==> src/rtl/heater_ctrl.sv <==
// heater_ctrl: thermostat sequencer with hysteresis, dwell limits and watchdogs.
// A fault latches until err_clear is seen while in FAULT.
module heater_ctrl #(
   parameter int TEMP_W  = 12,
   parameter int MIN_ON  = 50,
   parameter int MIN_OFF = 50,
   parameter int MAX_ON  = 4000,
   parameter int STALE   = 1000
) (
   input  logic              clk,
   input  logic              reset,
   input  logic              enable,
   input  logic [TEMP_W-1:0] temp,
   input  logic              temp_valid,
   input  logic [TEMP_W-1:0] setpoint,
   input  logic [TEMP_W-1:0] hyst,
   input  logic              err_clear,
   output logic              heat_on,
   output logic              error,
   output logic [1:0]        fault_code
);

   localparam int DW = $clog2(MAX_ON + 1);
   localparam int SW = $clog2(STALE + 1);

   localparam logic [DW-1:0] D_SAT = DW'(MAX_ON);
   localparam logic [DW-1:0] D_TMO = DW'(MAX_ON - 1);
   localparam logic [DW-1:0] D_ON  = DW'(MIN_ON - 1);
   localparam logic [DW-1:0] D_OFF = DW'(MIN_OFF - 1);
   localparam logic [SW-1:0] S_SAT = SW'(STALE);
   localparam logic [SW-1:0] S_TMO = SW'(STALE - 1);

   localparam logic [1:0] ST_IDLE  = 2'd0;
   localparam logic [1:0] ST_OFF   = 2'd1;
   localparam logic [1:0] ST_ON    = 2'd2;
   localparam logic [1:0] ST_FAULT = 2'd3;

   localparam logic [1:0] FC_NONE  = 2'b00;
   localparam logic [1:0] FC_TMO   = 2'b01;
   localparam logic [1:0] FC_STALE = 2'b10;

   logic [1:0]        r_state;
   logic [1:0]        r_code;
   logic              r_heat;
   logic              r_err;
   logic              r_cold;
   logic              r_hot;
   logic [DW-1:0]     r_dcnt;
   logic [SW-1:0]     r_scnt;

   logic [1:0]        w_next;
   logic [1:0]        w_code;
   logic              w_run;
   logic              w_stale;
   logic signed [TEMP_W:0] w_thr;
   logic              w_cold;
   logic              w_hot;
   logic              w_flag_clr;
   logic              w_start;

   // Threshold is computed one bit wider so a negative result blocks cold.
   assign w_thr   = $signed({1'b0, setpoint}) - $signed({1'b0, hyst});
   assign w_cold  = !w_thr[TEMP_W] && ($signed({1'b0, temp}) < w_thr);
   assign w_hot   = (temp >= setpoint);

   assign w_run   = (r_state == ST_OFF) || (r_state == ST_ON);
   assign w_stale = (r_scnt == S_TMO) && !temp_valid;

   assign w_flag_clr = (r_state == ST_FAULT) && (w_next == ST_IDLE);
   assign w_start    = (r_state == ST_IDLE) && (w_next == ST_OFF);

   always_comb begin
      w_next = r_state;
      w_code = r_code;
      case (r_state)
         ST_IDLE: begin
            if (enable) w_next = ST_OFF;
         end
         ST_OFF: begin
            if (!enable) begin
               w_next = ST_IDLE;
            end else if (w_stale) begin
               w_next = ST_FAULT;
               w_code = FC_STALE;
            end else if ((r_dcnt >= D_OFF) && r_cold) begin
               w_next = ST_ON;
            end
         end
         ST_ON: begin
            if (!enable) begin
               w_next = ST_IDLE;
            end else if (r_dcnt == D_TMO) begin
               w_next = ST_FAULT;
               w_code = FC_TMO;
            end else if (w_stale) begin
               w_next = ST_FAULT;
               w_code = FC_STALE;
            end else if ((r_dcnt >= D_ON) && r_hot) begin
               w_next = ST_OFF;
            end
         end
         ST_FAULT: begin
            if (err_clear) begin
               w_next = ST_IDLE;
               w_code = FC_NONE;
            end
         end
         default: begin
            w_next = ST_IDLE;
            w_code = FC_NONE;
         end
      endcase
   end

   always_ff @(posedge clk) begin
      if (reset) begin
         r_state <= ST_IDLE;
         r_code  <= FC_NONE;
         r_heat  <= 1'b0;
         r_err   <= 1'b0;
         r_cold  <= 1'b0;
         r_hot   <= 1'b0;
         r_dcnt  <= '0;
         r_scnt  <= '0;
      end else begin
         r_state <= w_next;
         r_code  <= w_code;
         r_heat  <= (w_next == ST_ON);
         r_err   <= (w_next == ST_FAULT);

         if (w_next != r_state) r_dcnt <= '0;
         else if (w_run && (r_dcnt != D_SAT)) r_dcnt <= r_dcnt + 1'b1;

         if (temp_valid || w_start) r_scnt <= '0;
         else if (w_run && (r_scnt != S_SAT)) r_scnt <= r_scnt + 1'b1;

         if (w_flag_clr) begin
            r_cold <= 1'b0;
            r_hot  <= 1'b0;
         end else if (temp_valid) begin
            r_cold <= w_cold;
            r_hot  <= w_hot;
         end
      end
   end

   assign heat_on    = r_heat;
   assign error      = r_err;
   assign fault_code = r_code;

endmodule

==> config.mk <==
export PLATFORM = sky130hd
export DESIGN_NAME = heater_ctrl
export DESIGN_NICKNAME = d
export VERILOG_FILES = /design/src/rtl/heater_ctrl.sv
export SDC_FILE = /design/constraint.sdc
export NUM_CORES = 1
export LEC_CHECK = 0
export ABC_AREA = 1
export CORE_MARGIN = 4
export CORE_UTILIZATION = 50
export CTS_CLUSTER_DIAMETER = 40
export DETAILED_ROUTE_END_ITERATION = 10
export GPL_TIMING_DRIVEN = 0
export PLACE_DENSITY = 0.78
export SLEW_MARGIN = 40
export SYNTH_ARGS = -nofsm -noshare
export SYNTH_HDL_FRONTEND = slang
export SYNTH_SLANG_ARGS = --single-unit
==> constraint.sdc <==
create_clock -name clk -period 3.3 [get_ports clk]
set_input_delay 0.99 -clock clk [delete_from_list [all_inputs] [get_ports clk]]
set_output_delay 0.99 -clock clk [all_outputs]
set_load 0.02 [all_outputs]
==> results.cfg <==
[cts]
cts_root_buf = clkbuf_8
ctsHoldBuffers = 0
clockBufferDepth = 2
path_clk_slew_ns = 0.06
clock_latency_ns = 0.28
cts_sinks = 30
cts_inserted_buffers = 5
htreeDepth = 2
cts_tree = yes

[timing]
worstMarginPinSlew_ns = 0.642
relSlewSlack = 0.568
setup_viol = 0
fin_worst_skew_ns = 0.00595
timing.hold.ws_ns = 0.498
fin_crit_sh = 0.995
hold_viol_final = 0
min_period_ns = 3.29
slew_violations = 0
fmax_mhz = 304

[logic_synthesis]
synthCells = 435
yosys_warnings = 0
synth_nets = 521
syn_area_per_cell_sq_um = 6.79
seq_area_frac_synth = 0.203
synth_area_sq_mm = 0.00295
synthDistinctLibCells = 33
ys_seq_elements = 30

[power]
p_leak_nw = 1.69
vdd_ir_drop_max_v = 0.000218
powerDensity_mw_per_mm2 = 295
power.total_mw = 1.14

[outcome]
outcome = complete, no violations

[drt]
wl_um = 7340
wire_per_inst_um = 12.9
via_per_inst = 5.21
first_iter_violations = 94
firstDrtPassIters = 4
drcViolationCount = 0
antenna_left = 0
vias = 2962

[placement]
dp_cells = 551
dpl_cell_area_sq_mm = 0.00348
routabilityCongestion = 0.886
numPortBuffers = 44
dp_hpwl_um = 5400

[critical_path]
crit_path_end_kind = register
cp_max_fo = 3
critPathLaunchType = primary input
ff2ff_setup_slack_ns = 0.99
crit_arrival_ns = 3.50
crit_required_ns = 3.52
crit_type = primary input to register

[final_layout]
stdcell_count = 569
utilization = 0.692
final_area_sq_mm = 0.00388
layout.nets = 582
syn2layout_area_growth_pct = 31.4
n_antenna_cell = 0
drive_above_1_share = 0.181

[worst_hold_path]
hp-class = register to register

[global_route]
antenna_found_initial = 0
grt_pass1_wl_um = 11500
grt_max_degree = 11
gr-total-overflow = 0
grt_use_total = 0.190
grt_pass1_vias = 2805

[die]
initial_utilization = 0.526
die_y_um = 84.8
dieWidth_um = 84.8
rows = 27
fp.coreArea_sq_mm = 0.00561
ios = 45
dieArea_sq_mm = 0.00720

[run]
drv_cap = 0
placed cells by master, fill, tap and decap left out, drive strengths merged, types with 12 or more instances in the layout:
cell type,count
nand2,89
inv,83
nor2,44
ha,44
clkdlybuf4s50,36
a21oi,34
dfxtp,30
nor3,28
nand3,27
buf,13
xor2,12
o21ai,12
worst paths after layout:
check | cells after the start | from | end
min | 2 | r_cold | r_cold
max reg2reg | 9 | r_state[0] | r_scnt[8]
min reg2reg | 2 | r_cold | r_cold
max | 21 | setpoint[0] | r_cold
what timing repair did:
| item | in CTS | in global routing |
|---|---|---|
| resized for setup | 30 | 40 |
| setup endpoints to repair | 1 | 1 |
| setup buffers | 7 | 4 |
| pin swaps | 26 | 28 |
layout make-up:
type	instances	area, sq um
multi-input cells	320	2250
fillers	439	1730
flip-flops and latches	30	601
repair buffers	54	504
inverters	83	312
well taps	72	90.1
clock buffers	6	82.6
plain buffers	2	26.3
clock inverters	2	12.5
flip-flops by register name, summed over array words and instances, names as in the netlist:
name and flops:
r_dcnt 12, r_scnt 10, fault_code 2, r_state 2, error 1, heat_on 1, r_cold 1, r_hot 1
report_power, final:
| group | total [mW] | switching (mW) | leakage [nW] | internal (mW) |
|---|---|---|---|---|
| clock | 0.312 | 0.145 | 0.0472 | 0.167 |
| sequential | 0.376 | 0.00779 | 0.242 | 0.368 |
| combinational | 0.455 | 0.245 | 1.40 | 0.210 |
| total | 1.14 | 0.397 | 1.69 | 0.745 |
cell usage after synthesis:
cell        n  area (sq um)
xor2_1     12           105
nor4_1      5          31.3
nor3_4      2          32.5
xnor2_1     9          78.8
o2111ai_1   1          8.76
a211oi_1    2          15.0
a21oi_1    34           170
nor3b_1     1          7.51
nor2_4      2          22.5
nor2_2      4          25.0
buf_8       1          15.0
dfxtp_1    30           601
nand3_2     1          10.0
o21a_1      1          7.51
nand2_2     4          25.0
nor3_1     16          80.1
nor2_1     38           143
nand2_1    85           319
o22ai_1     1          6.26
nand3b_1    1          7.51
nand4_1     3          18.8
o211ai_1    2          15.0
o21ai_0    10          50.1
nand3_1    26           130
buf_6       1          11.3
ha_1       44           551
inv_1      80           300
o31ai_1     2          15.0
nor3_2     10           100
o21ai_1     2          10.0
a311oi_1    1          8.76
fa_1        1          20.0
inv_2       3          11.3
per-layer routing:
metal / track usage / share of wire / vias to the layer above
met4: 0.0604 / 0.020 / 0
met3: 0.0350 / 0.040 / 17
met1: 0.229 / 0.43 / 1335
met5: 0 / 0 / -
li1: - / - / 1535
met2: 0.340 / 0.51 / 75
cells by family (layout without fill, tap and decap cells):
family	Yosys count	count (layout)	synth area share
simple gates	198	198	0.323
buf+inv	85	147	0.114
compound gates	56	56	0.104
fa+ha+maj	45	45	0.193
flops	30	30	0.203
xor+xnor	21	21	0.0623
per-stage QoR:
stage | TNS (ns) | setup WS, ns
2_1_floorplan | 0 | 0.144
3_5_place_dp | -0.559 | -0.559
6_report | 0 | 0.0150
4_1_cts | 0 | 0.0151
5_1_grt | -0.179 | -0.179
3_3_place_gp | -0.552 | -0.552
critical path, stage by stage:
cell and delay, ns:
buf_6 0.10, inv_2 0.06, ha_4 0.14, inv_2 0.03, fa_2 0.36, nand3_2 0.11
nand2_4 0.07, a21oi_2 0.14, nor2_1 0.07, nor2_1 0.18, xor2_1 0.17, ha_1 0.27
a21oi_2 0.15, nor3_1 0.07, nor2_1 0.12, nand3_2 0.10, nand3_2 0.07, nand2_1 0.04
nand2_1 0.07, nand3_2 0.06, a21oi_2 0.13
(Power assumes the default switching activity.)
